$ cat src/rtl/i2c_slave_rx_pkg.sv
// i2c_slave_rx_pkg: shared states, bus constants and command opcodes for the I2C write slave
package i2c_slave_rx_pkg;
  typedef enum logic [2:0] {IDLE, ADDR, ADDR_ACK, DATA, DATA_ACK, IGNORE} state_t;
  localparam logic I2C_RW_WRITE = 1'b0;
  localparam int BYTES_PER_CMD_DEF = 3;
  localparam logic [7:0] OP_NOP = 8'h00;
  localparam logic [7:0] OP_WRITE_REG = 8'h02;
  localparam logic [7:0] OP_SET_MODE = 8'h05;
  localparam logic [7:0] OP_RESET = 8'h07;
endpackage

$ cat src/rtl/i2c_sync_edge.sv
// i2c_sync_edge: pad synchronizer with registered level and aligned rise/fall pulses
module i2c_sync_edge #(
  parameter int SYNC_STAGES = 2
) (
  input  logic clk,
  input  logic rst,
  input  logic din,
  output logic level,
  output logic rise,
  output logic fall
);
  logic [SYNC_STAGES-1:0] sync;
  // chain resets to the idle bus level so leaving reset never fakes an edge
  always_ff @(posedge clk) begin
    if (rst) begin
      sync <= '1;
      level <= 1'b1;
      rise <= 1'b0;
      fall <= 1'b0;
    end else begin
      sync <= {sync[SYNC_STAGES-2:0], din};
      level <= sync[SYNC_STAGES-1];
      rise <= sync[SYNC_STAGES-1] & ~level;
      fall <= ~sync[SYNC_STAGES-1] & level;
    end
  end
endmodule

$ cat src/rtl/i2c_slave_rx.sv
// i2c_slave_rx: write-only I2C slave that ACKs its address and streams bytes with a modulo index
module i2c_slave_rx
  import i2c_slave_rx_pkg::*;
#(
  parameter logic [6:0] SLAVE_ADDR = 7'h42,
  parameter int SYNC_STAGES = 2,
  parameter int BYTES_PER_CMD = BYTES_PER_CMD_DEF
) (
  input  logic       clk,
  input  logic       rst,
  input  logic       scl_in,
  input  logic       sda_in,
  output logic       sda_oe,
  output logic [7:0] data_out,
  output logic       done,
  output logic [1:0] byte_idx,
  output logic       busy,
  output logic       addr_err
);
  logic scl_l, sclr, sclf, sda_l, sda_r, sda_f, start, stop;
  state_t state;
  logic [7:0] shreg;
  logic [3:0] bit_cnt;
  logic [1:0] cnt;

  i2c_sync_edge #(.SYNC_STAGES(SYNC_STAGES)) u_scl (
    .clk(clk), .rst(rst), .din(scl_in), .level(scl_l), .rise(sclr), .fall(sclf)
  );
  i2c_sync_edge #(.SYNC_STAGES(SYNC_STAGES)) u_sda (
    .clk(clk), .rst(rst), .din(sda_in), .level(sda_l), .rise(sda_r), .fall(sda_f)
  );

  assign start = sda_f & scl_l;
  assign stop = sda_r & scl_l;

  // bus protocol FSM; START/STOP outrank any coincident SCL edge
  always_ff @(posedge clk) begin
    if (rst) begin
      state <= IDLE;
      shreg <= '0;
      bit_cnt <= '0;
      cnt <= '0;
      sda_oe <= 1'b0;
      data_out <= '0;
      done <= 1'b0;
      byte_idx <= '0;
      busy <= 1'b0;
      addr_err <= 1'b0;
    end else begin
      done <= 1'b0;
      addr_err <= 1'b0;
      if (stop) begin
        state <= IDLE;
        sda_oe <= 1'b0;
        busy <= 1'b0;
      end else if (start) begin
        state <= ADDR;
        sda_oe <= 1'b0;
        bit_cnt <= '0;
        cnt <= '0;
        byte_idx <= '0;
      end else begin
        case (state)
          ADDR, DATA: begin
            if (sclr) begin
              shreg <= {shreg[6:0], sda_l};
              bit_cnt <= bit_cnt + 4'd1;
            end else if (sclf && bit_cnt == 4'd8) begin
              bit_cnt <= '0;
              if (state == DATA) begin
                data_out <= shreg;
                done <= 1'b1;
                byte_idx <= cnt;
                cnt <= (cnt == 2'(BYTES_PER_CMD - 1)) ? 2'd0 : cnt + 2'd1;
                sda_oe <= 1'b1;
                state <= DATA_ACK;
              end else if (shreg[7:1] == SLAVE_ADDR && shreg[0] == I2C_RW_WRITE) begin
                sda_oe <= 1'b1;
                busy <= 1'b1;
                state <= ADDR_ACK;
              end else begin
                addr_err <= 1'b1;
                state <= IGNORE;
              end
            end
          end
          ADDR_ACK, DATA_ACK: begin
            if (sclf) begin
              sda_oe <= 1'b0;
              state <= DATA;
            end
          end
          default: sda_oe <= 1'b0;
        endcase
      end
    end
  end
endmodule

$ cat config.mk
export PLATFORM = sky130hd
export DESIGN_NAME = i2c_slave_rx
export DESIGN_NICKNAME = d
export VERILOG_FILES = /design/src/rtl/i2c_slave_rx_pkg.sv /design/src/rtl/i2c_sync_edge.sv /design/src/rtl/i2c_slave_rx.sv
export SDC_FILE = /design/constraint.sdc
export NUM_CORES = 1
export LEC_CHECK = 0
export CORE_MARGIN = 5
export CORE_UTILIZATION = 50
export DETAILED_ROUTE_END_ITERATION = 7
export PLACE_DENSITY_LB_ADDON = 0.12
export SLEW_MARGIN = 20
export SYNTH_ARGS = -nofsm -noshare
export SYNTH_HDL_FRONTEND = slang
export SYNTH_HIERARCHICAL = 1
export SYNTH_SLANG_ARGS = --single-unit
$ cat constraint.sdc
create_clock -name clk -period 5.2 [get_ports clk]
set_clock_uncertainty 0.1 [all_clocks]
set_input_delay 0.78 -clock clk [delete_from_list [all_inputs] [get_ports clk]]
set_output_delay 0.78 -clock clk [all_outputs]
set_load 0.05 [all_outputs]
==> results of run 1 <==
per-stage QoR:
stage	total power, uW	hold WS (ns)	util [%]
3_3_place_gp	342	0.290	56.6
2_1_floorplan	336	0.283	-
5_1_grt	553	0.342	58.9
4_1_cts	537	0.316	58.9
6_report	531	0.321	58.9
3_5_place_dp	342	0.297	56.6
per-layer routing:
metal / up-vias / part of all wire [%] / wire (um) / GRT usage [%]
li1: 631 / - / - / -
met1: 581 / 49 / 1480 / 18.6
met2: 18 / 46 / 1380 / 22.2
met3: 5 / 3.3 / 99 / 4.49
met4: 0 / 1.5 / 44 / 8.35
met5: - / 0 / 0 / 0
power breakdown:
| group | internal, uW | switching [uW] |
|---|---|---|
| clock network | 98.0 | 97.6 |
| logic | 6.58 | 8.90 |
| registers | 317 | 2.83 |
| total | 421 | 109 |
worst paths after layout:
path / cells past startpoint / to / slack (ns)
worst max-delay path: 1 / sda_oe / 2.77
worst max register to register: 6 / cnt[0] / 2.93
worst min-delay path: 1 / u_sda/sync[1] / 0.32
worst min register to register: 1 / u_sda/sync[1] / 0.32
cell usage after synthesis (3+ instances only):
cell	number
a21oi_1	10
and3_1	3
clkbuf_1	4
dfxtp_1	41
inv_1	6
mux2i_1	16
nand2_1	8
nand3_1	3
nor2_1	25
nor3_1	4
nor3b_1	5
o21ai_0	8
or2_1	6
flip-flops by register name, indices dropped and copies added, names as in the netlist, 2 cells and up:
register / count
byte_idx: 2
bit_cnt: 4
shreg: 8
state: 3
u_sda/sync: 2
u_scl/sync: 2
cnt: 2
data_out: 8
final cells by class:
class | instances | share of cell area (%)
well taps | 46 | 2.98
clock buffers | 5 | 1.94
clock inverters | 2 | 1.81
multi-input cells | 118 | 40.5
repair buffers | 18 | 9.19
inverters | 6 | 1.17
flip-flops and latches | 41 | 42.5
cell families after synthesis:
| logic type | after synthesis | synth area share [%] |
|---|---|---|
| and+or+nand+nor | 68 | 23.7 |
| muxes | 17 | 10.3 |
| DFF | 41 | 49.3 |
| AOI/OAI and AO/OA | 30 | 11.0 |
| xor gates and xnor gates | 1 | 0.526 |
| buffers and inverters | 14 | 3.76 |
| adders and majority gates | 2 | 1.50 |
worst reg2reg max path: stages (launching register included):
cell and delay [ns]:
dfxtp_1 0.35, inv_1 0.08, ha_1 0.17, nand4b_2 0.14, nor4b_4 0.80, or3b_1 0.41, a21oi_1 0.15
==> flow_summary.ini, run 1 <==
[pwr]
p_leak_uw = 0.000710
power_density_mw_per_mm2 = 275
ir_drop_v = 0.000154

[status]
status = completed

[global_route]
grt_pass1_wl_um = 4990
grt_max_degree = 31
grt_usage_pct = 14.8
grt_pass1_vias = 1133
grt_overflow = 0
antenna_found_initial = 0

[finish]
layout_common_cells = dfxtp_1, nor2_1, clkdlybuf4s50_1, mux2i_1, a21oi_1
drive_above_1_share_pct = 5.79
area_growth_pct = 16.1
final_common_cell = dfxtp_1
design_area_mm2 = 0.00193
regArea_um2 = 821
fill_cells = 300
antenna_cells = 0
final_nets = 196
stdcell_count = 236
multi_input_area_um2 = 782

[yosys]
synthDominantAreaCellType = dfxtp_1
yosys_register_bits = 41
synth_top_area_share_pct = 49.3
async_flop_share_pct = 0
ys.flop_type = dfxtp_1
synth-seq-area-share_pct = 49.3
avgSynthCellArea_um2 = 9.63
synth_edf_count = 0
syn_nets = 179
synthTopCellsByArea = dfxtp_1, mux2i_1, nor2_1, a21oi_1, o21ai_0
yosysWarnings = 6
synthCells = 173
syn_area_mm2 = 0.00167
ys_types = 40

[sta]
finalSetupViolCount = 0
max_freq_ghz = 0.411
setup_ws_ns = 2.77
period_share_pct = 46.8
max-slew-margin-rel_pct = 41.4
period_needed_ns = 2.43
grt_setup_unrepaired = no
tns_ns = 0
tightestPinTransition_ns = 0.875
slew_violations = 0
hold_violations = 0

[route]
wl_um = 3000
wl_per_cell_um = 12.7
routed_via_density = 5.23
antenna_left = 0
dr_total_vias = 1235
drcViolationCount = 0
drtPass1Iterations = 6
initialDrtViolationCount = 82

[clock_network]
clockBufferDepth = 2
tritoncts = done
htree_levels = 2
cts.clk_slew.worst_paths_ns = 0.11
numCtsBuffers = 5
hold_buffers = 0
cts_resized = 0
root_buffer = clkbuf_4
clk_latency_ns = 0.34
clock-sinks = 41
post-cts-setup-buffer-count = 0

[die]
die_area_mm2 = 0.00458
start_util_pct = 50.7
die_x_um = 67.7
coreArea_mm2 = 0.00328
io_pins = 18
die_h_um = 67.7
row_count = 21

[critical_path]
crit_chain = clkdlybuf4s50_1
slowest_delay_ns = 0.82
critPathBufInv = 1
startpoint = sda_oe
path_max_fanout = 4
start_kind = flip-flop
regToRegStartpoint = bit_cnt[0]
slowest_stage = clkdlybuf4s50_1
worstPathArrival_ns = 1.55
crit_type = flip-flop to output pin
cp_top_family = buffers and inverters
endpoint_kind = output pin
cp.required_ns = 4.32

[place]
gp_congestion = 0.829
dp_cells = 229
placed_area_mm2 = 0.00186
portBuffers = 17
dp_slack_ns = 2.95
dp_hpwl_um = 2150

[min_path]
min_from = u_sda/sync[0]
min_path_type = flip-flop to flip-flop

[run]
drv_cap = 0
Power figures use the tool's default switching activity.
==> run 2: changes to the inputs <==
Settings changed: CORE_UTILIZATION 50 to 49.
Clock period 5.2 ns to 2.1 ns, I/O delays scaled along.
==> flow_summary.ini, run 2 (synthesized netlist as in run 1, its figures left out) <==
[finish]
design_area_mm2 = 0.00194
area_growth_pct = 16.2
final_common_cell = dfxtp_1
final_nets = 199
antenna_cells = 0
layout_common_cells = dfxtp_1, nor2_1, clkdlybuf4s50_1, mux2i_1, a21oi_1
drive_above_1_share_pct = 6.70
top_regs = data_out (8), shreg (8), bit_cnt (4)
stdcell_count = 240

[clock_network]
root_buffer = clkbuf_4
htree_levels = 2
post-cts-setup-buffer-count = 0
clockBufferDepth = 2
cts_resized = 0
clk_latency_ns = 0.35
tritoncts = done
cts.clk_slew.worst_paths_ns = 0.11
numCtsBuffers = 5
hold_buffers = 0
clock-sinks = 41

[global_route]
grt_overflow = 0
grt_pass1_wl_um = 5490
grt_pass1_vias = 1242
grt_usage_pct = 15.8
grt_max_degree = 31
antenna_found_initial = 0

[die]
start_util_pct = 50.3
row_count = 21
die_x_um = 68.3
die_h_um = 68.3
die_area_mm2 = 0.00466
io_pins = 18
coreArea_mm2 = 0.00331

[route]
routed_via_density = 5.30
wl_per_cell_um = 12.5
dr_total_vias = 1273
wl_um = 3000
initialDrtViolationCount = 92
drcViolationCount = 0
antenna_left = 0
drtPass1Iterations = 4

[sta]
slew_violations = 0
max_freq_ghz = 0.509
finalSetupViolCount = 0
tightestPinTransition_ns = 0.502
max-slew-margin-rel_pct = 66.4
timing.hold.ws_ns = 0.315
tns_ns = 0
period_needed_ns = 1.96
setup_ws_ns = 0.136
hold_violations = 0
grt_setup_unrepaired = no
period_share_pct = 93.5

[critical_path]
r2r_cells = 6
critPathBufInv = 1
cp.required_ns = 1.68
slowest_stage = clkdlybuf4s50_1
regToRegStartpoint = bit_cnt[0]
crit_path_end = sda_oe
crit_cells = 1
worstPathArrival_ns = 1.55
cp_top_family = buffers and inverters
slowest_delay_ns = 0.82
startpoint = sda_oe
r2r_end = bit_cnt[1]
endpoint_kind = output pin
crit_type = flip-flop to output pin
crit_chain = clkdlybuf4s50_1
path_max_fanout = 4
start_kind = flip-flop
ff2ff_setup_slack_ns = 0.30

[place]
portBuffers = 17
dp_hpwl_um = 2170
gp_congestion = 0.919
dp_slack_ns = 0.327
placed_area_mm2 = 0.00188
dp_cells = 232

[status]
status = completed

[pwr]
p_leak_uw = 0.000711
ir_drop_v = 0.000460
power_density_mw_per_mm2 = 622

[min_path]
min_path_type = flip-flop to flip-flop

[run]
drv_cap = 0
## run 2: cell types whose count changed in the layout (fill, tap and decap cells not counted)
cell        previous run  this run
buf_4                  1         4
clkinvlp_4             0         1
clkinv_2               1         0
bufinv_16              1         0
clkbuf_1               0         2
## run 2: through the flow
step	utilization [%]	power, uW
after CTS	58.5	1220
final	58.5	1200
after detailed placement	56.9	848
after global routing	58.5	1260
after floorplan	-	832
after global placement	56.9	846
## run 2: power breakdown
part           internal, uW  switching [uW]  leakage, uW
clock                   132             243    0.0000255
combinational          16.3            21.9     0.000354
sequential              785            6.83     0.000332
## run 2: how the worst min path moves through the flow
stage	startpoint	slack, ns	cells past startpoint	end
floorplan	u_scl/sync[0]	0.28	1	u_scl/sync[1]
global placement	u_scl/sync[0]	0.29	1	u_scl/sync[1]
detailed placement	u_scl/sync[0]	0.29	1	u_scl/sync[1]
CTS	u_scl/sync[0]	0.32	1	u_scl/sync[1]
global route	u_scl/sync[0]	0.35	1	u_scl/sync[1]
finish	u_scl/sync[0]	0.31	1	u_scl/sync[1]
## run 2: per-layer routing
| layer | share of wire [%] | vias to the layer above | track usage (%) |
|---|---|---|---|
| met5 | 0 | - | 0 |
| met4 | 1.3 | 0 | 5.46 |
| met3 | 5.2 | 7 | 5.91 |
| met2 | 45 | 28 | 24.7 |
| met1 | 49 | 596 | 19.8 |
| li1 | - | 642 | - |
## run 2: layout make-up
class	count	area (um2)
clock inverters	1	7.51
flip-flops and latches	41	821
inverters	6	22.5
repair buffers	21	200
multi-input cells	118	782
fillers	299	1380
well taps	46	57.6
clock buffers	7	45.0
